### config.mk
export PLATFORM = sky130hd
export DESIGN_NAME = buf_fifo
export DESIGN_NICKNAME = d
export VERILOG_FILES = /design/src/rtl/buf_fifo.sv
export SDC_FILE = /design/constraint.sdc
export NUM_CORES = 1
export LEC_CHECK = 0
export BUFFER_PORTS_ARGS = -buffer_cell sky130_fd_sc_hd__buf_2
export CAP_MARGIN = 20
export CORE_MARGIN = 4
export CORE_UTILIZATION = 37
export DETAILED_ROUTE_END_ITERATION = 6
export PLACE_DENSITY = 0.59
export SETUP_SLACK_MARGIN = 0.05
export SLEW_MARGIN = 10
export SYNTH_ARGS = -nofsm -noshare
export SYNTH_HDL_FRONTEND = slang
export SYNTH_SLANG_ARGS = --single-unit
### constraint.sdc
create_clock -name ck -period 3.8 [get_ports ck]
set_input_delay 0.19 -clock ck [delete_from_list [all_inputs] [get_ports ck]]
set_output_delay 0.19 -clock ck [all_outputs]
set_load 0.02 [all_outputs]
### src/rtl/buf_fifo.sv
// buf_fifo: WIDTH-bit, DEPTH-entry elastic buffer with valid/ready on both sides.
// Define BUF_FIFO_BYPASS_EN for fall-through from i to q when the buffer is empty.
module buf_fifo #(
    parameter int WIDTH = 8,
    parameter int DEPTH = 4
) (
    input  logic                       ck,
    input  logic                       rst,
    input  logic [WIDTH-1:0]           i,
    input  logic                       i_v,
    output logic                       i_r,
    output logic [WIDTH-1:0]           q,
    output logic                       q_v,
    input  logic                       q_r,
    output logic [$clog2(DEPTH+1)-1:0] cnt
);

    localparam int PTR_W = (DEPTH > 1) ? $clog2(DEPTH) : 1;
    localparam int CNT_W = $clog2(DEPTH + 1);
    localparam logic [PTR_W-1:0] LAST_PTR = PTR_W'(DEPTH - 1);
    localparam logic [CNT_W-1:0] FULL_CNT = CNT_W'(DEPTH);

    logic [WIDTH-1:0] mem [DEPTH];
    logic [PTR_W-1:0] wr_ptr_q, wr_ptr_d;
    logic [PTR_W-1:0] rd_ptr_q, rd_ptr_d;
    logic [CNT_W-1:0] cnt_q, cnt_d;
    logic             stored_v;
    logic             push;
    logic             pop;
`ifdef BUF_FIFO_BYPASS_EN
    logic             bypass;
`endif

    // NOTE: every output of this block is given a default first so no path leaves it unassigned (no latch).
    always_comb begin
        stored_v = (cnt_q != '0) && !rst;
        i_r      = (cnt_q != FULL_CNT) && !rst;
        cnt      = rst ? '0 : cnt_q;
        pop      = stored_v && q_r;
`ifdef BUF_FIFO_BYPASS_EN
        bypass   = (cnt_q == '0) && i_v && !rst;
        q_v      = stored_v || bypass;
        q        = stored_v ? mem[rd_ptr_q] : (bypass ? i : '0);
        // A word taken straight through by the consumer is never stored.
        push     = i_v && i_r && !(bypass && q_r);
`else
        q_v      = stored_v;
        q        = stored_v ? mem[rd_ptr_q] : '0;
        push     = i_v && i_r;
`endif

        wr_ptr_d = wr_ptr_q;
        rd_ptr_d = rd_ptr_q;
        cnt_d    = cnt_q;
        if (push) begin
            wr_ptr_d = (wr_ptr_q == LAST_PTR) ? '0 : wr_ptr_q + PTR_W'(1);
        end
        if (pop) begin
            rd_ptr_d = (rd_ptr_q == LAST_PTR) ? '0 : rd_ptr_q + PTR_W'(1);
        end
        case ({push, pop})
            2'b10:   cnt_d = cnt_q + CNT_W'(1);
            2'b01:   cnt_d = cnt_q - CNT_W'(1);
            default: cnt_d = cnt_q;
        endcase
    end

    // NOTE: state registers use non-blocking assignments so every flop samples pre-edge values.
    always_ff @(posedge ck) begin
        if (rst) begin
            wr_ptr_q <= '0;
            rd_ptr_q <= '0;
            cnt_q    <= '0;
        end else begin
            wr_ptr_q <= wr_ptr_d;
            rd_ptr_q <= rd_ptr_d;
            cnt_q    <= cnt_d;
        end
    end

    // NOTE: storage is deliberately not reset; cnt and the pointers alone decide what is valid.
    always_ff @(posedge ck) begin
        if (push) begin
            mem[wr_ptr_q] <= i;
        end
    end

endmodule

==> impl_results.md, run 1 <==
- Run status: finished clean
- Die span in y: 76.3 um
- Area of the mapped netlist: 0.00173 mm2
- Pins Over Slew Limit: 0
- Max transition margin: 61.2%
- Clock Pin Slew Worst Setup and Hold Paths: 0.08 ns
- CTS buffer count: 5
- Fmax: 407 MHz
- Final net count: 153
- Worst EP required: 4.04 ns
- Initial core utilization: 38.8%
- Ant diodes: 0
- Boundary pin count: 25
- Flop-to-flop setup slack: 1.34 ns
- Startpoint Class: register
- Average size of a mapped cell: 16.1 um2
- Placed cells: 179
- Number of library cell types mapped by synthesis: 24
- Final Power: 0.917 mW
- Worst setup EP type: register
- Die span in x: 76.3 um
- Synth top area share: 55.7%
- Maximum VDD drop: 0.194 mV
- Vias/cell: 4.97
- Final worst path period need: 2.46 ns
- Drt pass-1 iters: 4
- Setup Fix Bufs, Post-CTS: 0
- Initial antenna violation count: 0
- Min-delay worst type: input port to register
- GRT Total Usage: 11.5%
- Post-Synthesis Cells: 107
- H-tree depth: 2
- RSZ-0062 raised after global routing: false
- Clk buf depth: 2
- GP Congestion: 0.799
- Max FO, Critical Path: 8
- Largest net degree at the start of global routing: 15
- Clock Skew: 0.00795 ns
- Leak: 0.742 nW
- Final Instance Area: 0.00198 mm2
- Sequential area share after synthesis: 66.1%
- Grt ovf: 0
- Final core occ: 44.5%
- FF+latch count, synth: 41
- Vias in the first global route: 1022
- DRC Markers: 0
- CTS tree: built
- PwrDens: 464 mW/mm2
- Final period utilization: 64.7%
- Synth top area cells: edfxtp_1 56%, dfxtp_1 10%, mux4_2 10%
- Area after DPL: 0.00189 mm2
- Core area: 0.00444 mm2
- Row count: 24
- Final ANT Viol Nets: 0
- Setup-failing EPs final: 0
- Max-cap viol count: 0
- Hold-fix buffers, CTS: 0
- Yosys top cell by area: edfxtp_1
- Clock latency at the later pin of the worst-skew pair: 0.29 ns
- I/O Buffers: 24
- Root buffer cell: clkbuf_8
- WP data arrival: 2.70 ns
- Final wirelength: 3010 um
- Share of post-route cells with drive strength above 1: 34.1%
- Die Area: 0.00582 mm2
- Final Hold Viols: 0
- Setup CP Type: register to register
- Worst slew pin tran: 0.579 ns
- Post-DP HPWL: 2160 um
- Post-Layout Cell Count: 187
- Synth-to-Final Area Change: 14.6%
- Syn_nets: 126
- Iter 0 DRT Violations: 84
- CTS resizes: 0
- Ys Warns: 0
- DR WL/cell: 16.1 um
- First-pass GRT wire length: 5000 um
- Clock tree sinks: 41
- Setup TNS: 0 ns
- DR vias: 930
-- per-layer routing --
metal / share of wire (%) / track usage (%) / up-vias
met5: 0 / 0 / -
met4: 1.7 / 4.35 / 0
met1: 40 / 12.7 / 462
met3: 4.5 / 4.37 / 6
li1: - / - / 443
met2: 54 / 19.8 / 19
-- worst paths after layout --
path | endpoint | startpoint | cells past startpoint
worst max-delay path | cnt_q[2]$_SDFFE_PP0P_ | cnt_q[2]$_SDFFE_PP0P_ | 9
worst min-delay path | mem[3][3]$_DFFE_PP_ | i[3] | 1
worst max register to register | cnt_q[2]$_SDFFE_PP0P_ | cnt_q[2]$_SDFFE_PP0P_ | 9
worst min register to register | cnt_q[1]$_SDFFE_PP0P_ | cnt_q[1]$_SDFFE_PP0P_ | 2
-- synthesized netlist by cell type --
cell type,n
mux2_2,2
a21oi_1,1
buf_2,3
nor2b_1,5
or4_1,1
o31ai_2,2
xor2_1,2
inv_1,6
mux4_2,8
and2_4,1
ha_1,6
o21ai_0,1
edfxtp_1,32
and3_1,4
and2_1,8
nor2_1,8
dfxtp_1,9
or3b_1,1
clkbuf_1,1
fa_1,1
nor3b_2,1
nor3_1,1
nand3_1,2
nand2_1,1
-- stage by stage --
stage / hold slack, ns / worst slack, ns
after floorplan: 0.289 / 1.57
after CTS: 0.0946 / 1.34
after detailed placement: 0.406 / 1.38
final: 0.112 / 1.34
after global placement: 0.400 / 1.53
after global routing: 0.0952 / 1.21
-- where the power goes --
part           switching [mW]  internal (mW)  total [mW]  leakage, nW
combinational          0.0668         0.0557       0.123        0.334
clock                   0.144          0.127       0.270       0.0439
sequential             0.0188          0.506       0.524        0.364
-- cell type report --
cell class                 count  area (um2)
fill                         404        2470
sequential                    41        1140
multi-input combinational     56         543
timing repair buffer          24         120
clock buffer                   5        68.8
tap                           52        65.1
inverter                       6        22.5
clock inverter                 3        17.5
-- kinds of logic after synthesis --
kind of cell,Yosys count,share of synthesized area (%)
compound gates,4,2.03
flops,41,66.1
xor+xnor,2,1.02
fa+ha+maj,7,5.51
buf+inv,10,2.39
mux,10,11.7
simple gates,33,11.2
-- placed cells by master (no fill, tap or decap), drive strengths merged --
master    synthesis  routed
a21oi             1       1
and2              9       9
and3              4       4
buf               3      24
clkbuf            1       5
clkinv            0       2
clkinvlp          0       1
dfxtp             9       9
edfxtp           32      32
fa                1       1
ha                6       6
inv               6       6
mux2              2       2
mux4              8       8
nand2             1       1
nand3             2       2
nor2              8       8
nor2b             5       5
nor3              1       1
nor3b             1       1
o21ai             1       1
o31ai             2       2
or3b              1       1
or4               1       1
xor2              2       2
-- critical path, cell delays in order (launching register included) --
cell,delay [ns]
dfxtp_1,0.37
or3b_1,0.47
and2_4,0.20
inv_1,0.06
ha_1,0.19
inv_1,0.06
fa_1,0.38
xor2_1,0.17
or4_1,0.41
nand2_1,0.08
-- flip-flops by register name (all words and copies together), names as in the netlist, named ones only --
signal	flops
cnt_q	3
mem	32
rd_ptr_q	2
wr_ptr_q	2
No activity file was read; power rests on OpenSTA's default activity.
==> run 2: changes to the inputs <==
PLACE_DENSITY = 0.61   (was 0.59)
clock period = 2.1 ns   (was 3.8 ns; I/O delays follow)
==> impl_results.md, run 2 (synthesized netlist as in run 1, its figures left out) <==
- Vias in the first global route: 1068 (+4.5%)
- Drt pass-1 iters: 4 (unchanged)
- DRC Markers: 0 (unchanged)
- Initial core utilization: 38.8% (unchanged)
- Share of post-route cells with drive strength above 1: 43.5% (+9.5 points)
- I/O Buffers: 24 (unchanged)
- Ant diodes: 0 (unchanged)
- Max transition margin: 59.3% (-1.9 points)
- Largest regs: mem x32, cnt_q x3
- Placed cells: 187 (+4.5%)
- GRT Total Usage: 12.0% (+0.50 points)
- Row count: 24 (unchanged)
- Iter 0 DRT Violations: 28 (-67%)
- Post-place setup slack: -0.0678 ns (-1.45 ns)
- Post-Layout Cell Count: 199 (+6.4%)
- WP data arrival: 2.33 ns (-0.37 ns)
- Reg2reg path depth: 9 (unchanged)
- Hold path start: i[1]
- Final Power: 1.80 mW (+97%)
- Max-cap viol count: 0 (unchanged)
- DR vias: 993 (+6.8%)
- Minimum hold slack: 0.0383 ns (-0.0737 ns)
- CTS tree: built
- Die span in x: 76.3 um (unchanged)
- Worst setup EP type: register
- R2R Path Start: cnt_q[1]$_SDFFE_PP0P_
- Synth-to-Final Area Change: 22.4%
- Worst EP required: 2.33 ns (-1.71 ns)
- Sequential power share: 51.8% (-5.4 points)
- RSZ-0062 raised after global routing: true
- FILL cells: 401 (-0.74%)
- Grt ovf: 0 (unchanged)
- Setup-failing EPs final: 1 (+1)
- First-pass GRT wire length: 5290 um (+5.8%)
- Worst slew pin tran: 0.608 ns (+0.0281 ns)
- Final period utilization: 100% (+35 points)
- Max FO, Critical Path: 2 (-6)
- Register area: 0.00114 mm2 (+0.33%)
- Final setup margin: -0.00234 ns (-1.35 ns)
- Die Area: 0.00582 mm2 (unchanged)
- Clk buf depth: 2 (unchanged)
- Final net count: 165 (+7.8%)
- Multi-input gate area: 561 um2 (+3.2%)
- Core area: 0.00444 mm2 (unchanged)
- Initial antenna violation count: 0 (unchanged)
- H-tree depth: 2 (unchanged)
- Vias/cell: 4.99 (+0.34%)
- Min-delay worst type: input port to register
- PwrDens: 853 mW/mm2 (+84%)
- Hold endpoint: mem[3][1]$_DFFE_PP_
- Commonest cells after routing, fill and taps aside: 32 x edfxtp_1, 24 x buf_2, 12 x buf_4
- Comb pwr share: 15.1% (+1.7 points)
- Final Hold Viols: 0 (unchanged)
- Startpoint Class: register
- Clock latency at the later pin of the worst-skew pair: 0.29 ns (about the same)
- Net Sw Frac: 22.6% (-2.4 points)
- Maximum VDD drop: 0.319 mV (+64%)
- Clock share of power: 33.1% (+3.6 points)
- DR WL/cell: 15.7 um (-2.7%)
- Clock Skew: 0.00949 ns (+0.00154 ns)
- Violated checks: setup timing
- Top reg by flops: mem
- Final wirelength: 3120 um (+3.6%)
- Fmax: 476 MHz (+17%)
- Boundary pin count: 25 (unchanged)
- NetSw: 0.407 mW (+78%)
- Die span in y: 76.3 um (unchanged)
- Clock tree sinks: 41 (unchanged)
- Post-DP HPWL: 2190 um (+1.6%)
- CTS buffer count: 5 (unchanged)
- Final worst path period need: 2.10 ns (-0.355 ns)
- Pins Over Slew Limit: 0 (unchanged)
- Leak: 0.818 nW (+10%)
- Clock Pin Slew Worst Setup and Hold Paths: 0.08 ns (about the same)
- Setup CP Type: register to register
- Flip-flop count of the largest register after layout: 32 (unchanged)
- Int Power: 1.40 mW (+100%)
- Hold Path Depth: 1 (unchanged)
- Run status: complete, but fails checks
- Largest net degree at the start of global routing: 13 (-2)
- RR Endpoint: cnt_q[2]$_SDFFE_PP0P_
- Final ANT Viol Nets: 0 (unchanged)
- Root buffer cell: clkbuf_8
- Flop-to-flop setup slack: -0.002 ns (-1.35 ns)
- GP Congestion: 0.774 (-3.1%)
- Leading cell type in the layout, fill and taps excluded: edfxtp_1
==> run 2: cell count changes in the layout (fill, tap and decap cells not counted), sizes merged <==
cell	previous run	this run
clkinvlp	1	0
buf	24	36
clkinv	2	1
bufinv	0	1
clkbuf	5	6
==> run 2: metrics by stage <==
stage	setup TNS [ns]	util [%]	instance area [um2]
final	-0.00234	47.5	2110
after global routing	-0.0788	47.5	2110
after CTS	-0.0167	47.3	2100
after detailed placement	-0.0678	44.1	1960
after global placement	0	44.1	1960
after floorplan	-0.0949	-	1740
==> run 2: per-layer routing <==
| layer | GRT usage, % | share of wire [%] | vias to the layer above |
|---|---|---|---|
| met5 | 0 | 0 | - |
| met4 | 4.53 | 1.3 | 0 |
| met3 | 4.26 | 3.9 | 4 |
| met2 | 20.2 | 53 | 19 |
| met1 | 13.9 | 42 | 501 |
| li1 | - | - | 469 |
==> run 2: power by group through the flow <==
stage	Sequential, mW	Combinational, mW	Clock [mW]
5_1_grt	0.938	0.300	0.663
3_5_place_dp	0.952	0.261	0
3_3_place_gp	0.949	0.251	0
2_1_floorplan	0.947	0.174	0
6_report	0.934	0.272	0.596
4_1_cts	0.934	0.273	0.618
==> run 2: worst max path at each step <==
stage,from,to,slack [ns],cells past startpoint
finish,cnt_q[1]$_SDFFE_PP0P_,cnt_q[2]$_SDFFE_PP0P_,-0.002,9
global placement,cnt_q[0]$_SDFFE_PP0P_,cnt_q[2]$_SDFFE_PP0P_,0.03,9
floorplan,cnt_q[0]$_SDFFE_PP0P_,cnt_q[2]$_SDFFE_PP0P_,-0.09,10
global route,cnt_q[1]$_SDFFE_PP0P_,cnt_q[2]$_SDFFE_PP0P_,-0.08,9
CTS,cnt_q[1]$_SDFFE_PP0P_,cnt_q[2]$_SDFFE_PP0P_,-0.02,9
detailed placement,cnt_q[0]$_SDFFE_PP0P_,cnt_q[2]$_SDFFE_PP0P_,-0.07,9
==> run 2: cell type report <==
cell class	count	share of cell area, %
multi-input cells	56	26.5
inverters	6	1.18
flip-flops and latches	41	54.2
clock buffers	6	3.44
well taps	52	3.08
clock inverters	2	1.60
repair buffers	36	9.95
==> run 2: timing repair <==
item,in CTS,in global routing
hold buffers,0,0
buffers inserted,3,1
pin swaps,1,1
setup endpoints to repair,1,1
resized for setup,5,2
==> run 2: critical path, cell delays in order (launching register included) <==
cell	delay, ns
dfxtp_2	0.33
or3b_4	0.39
and2_4	0.16
inv_4	0.05
ha_4	0.13
inv_2	0.04
fa_2	0.33
xor2_1	0.15
or4_1	0.40
nand2_1	0.07
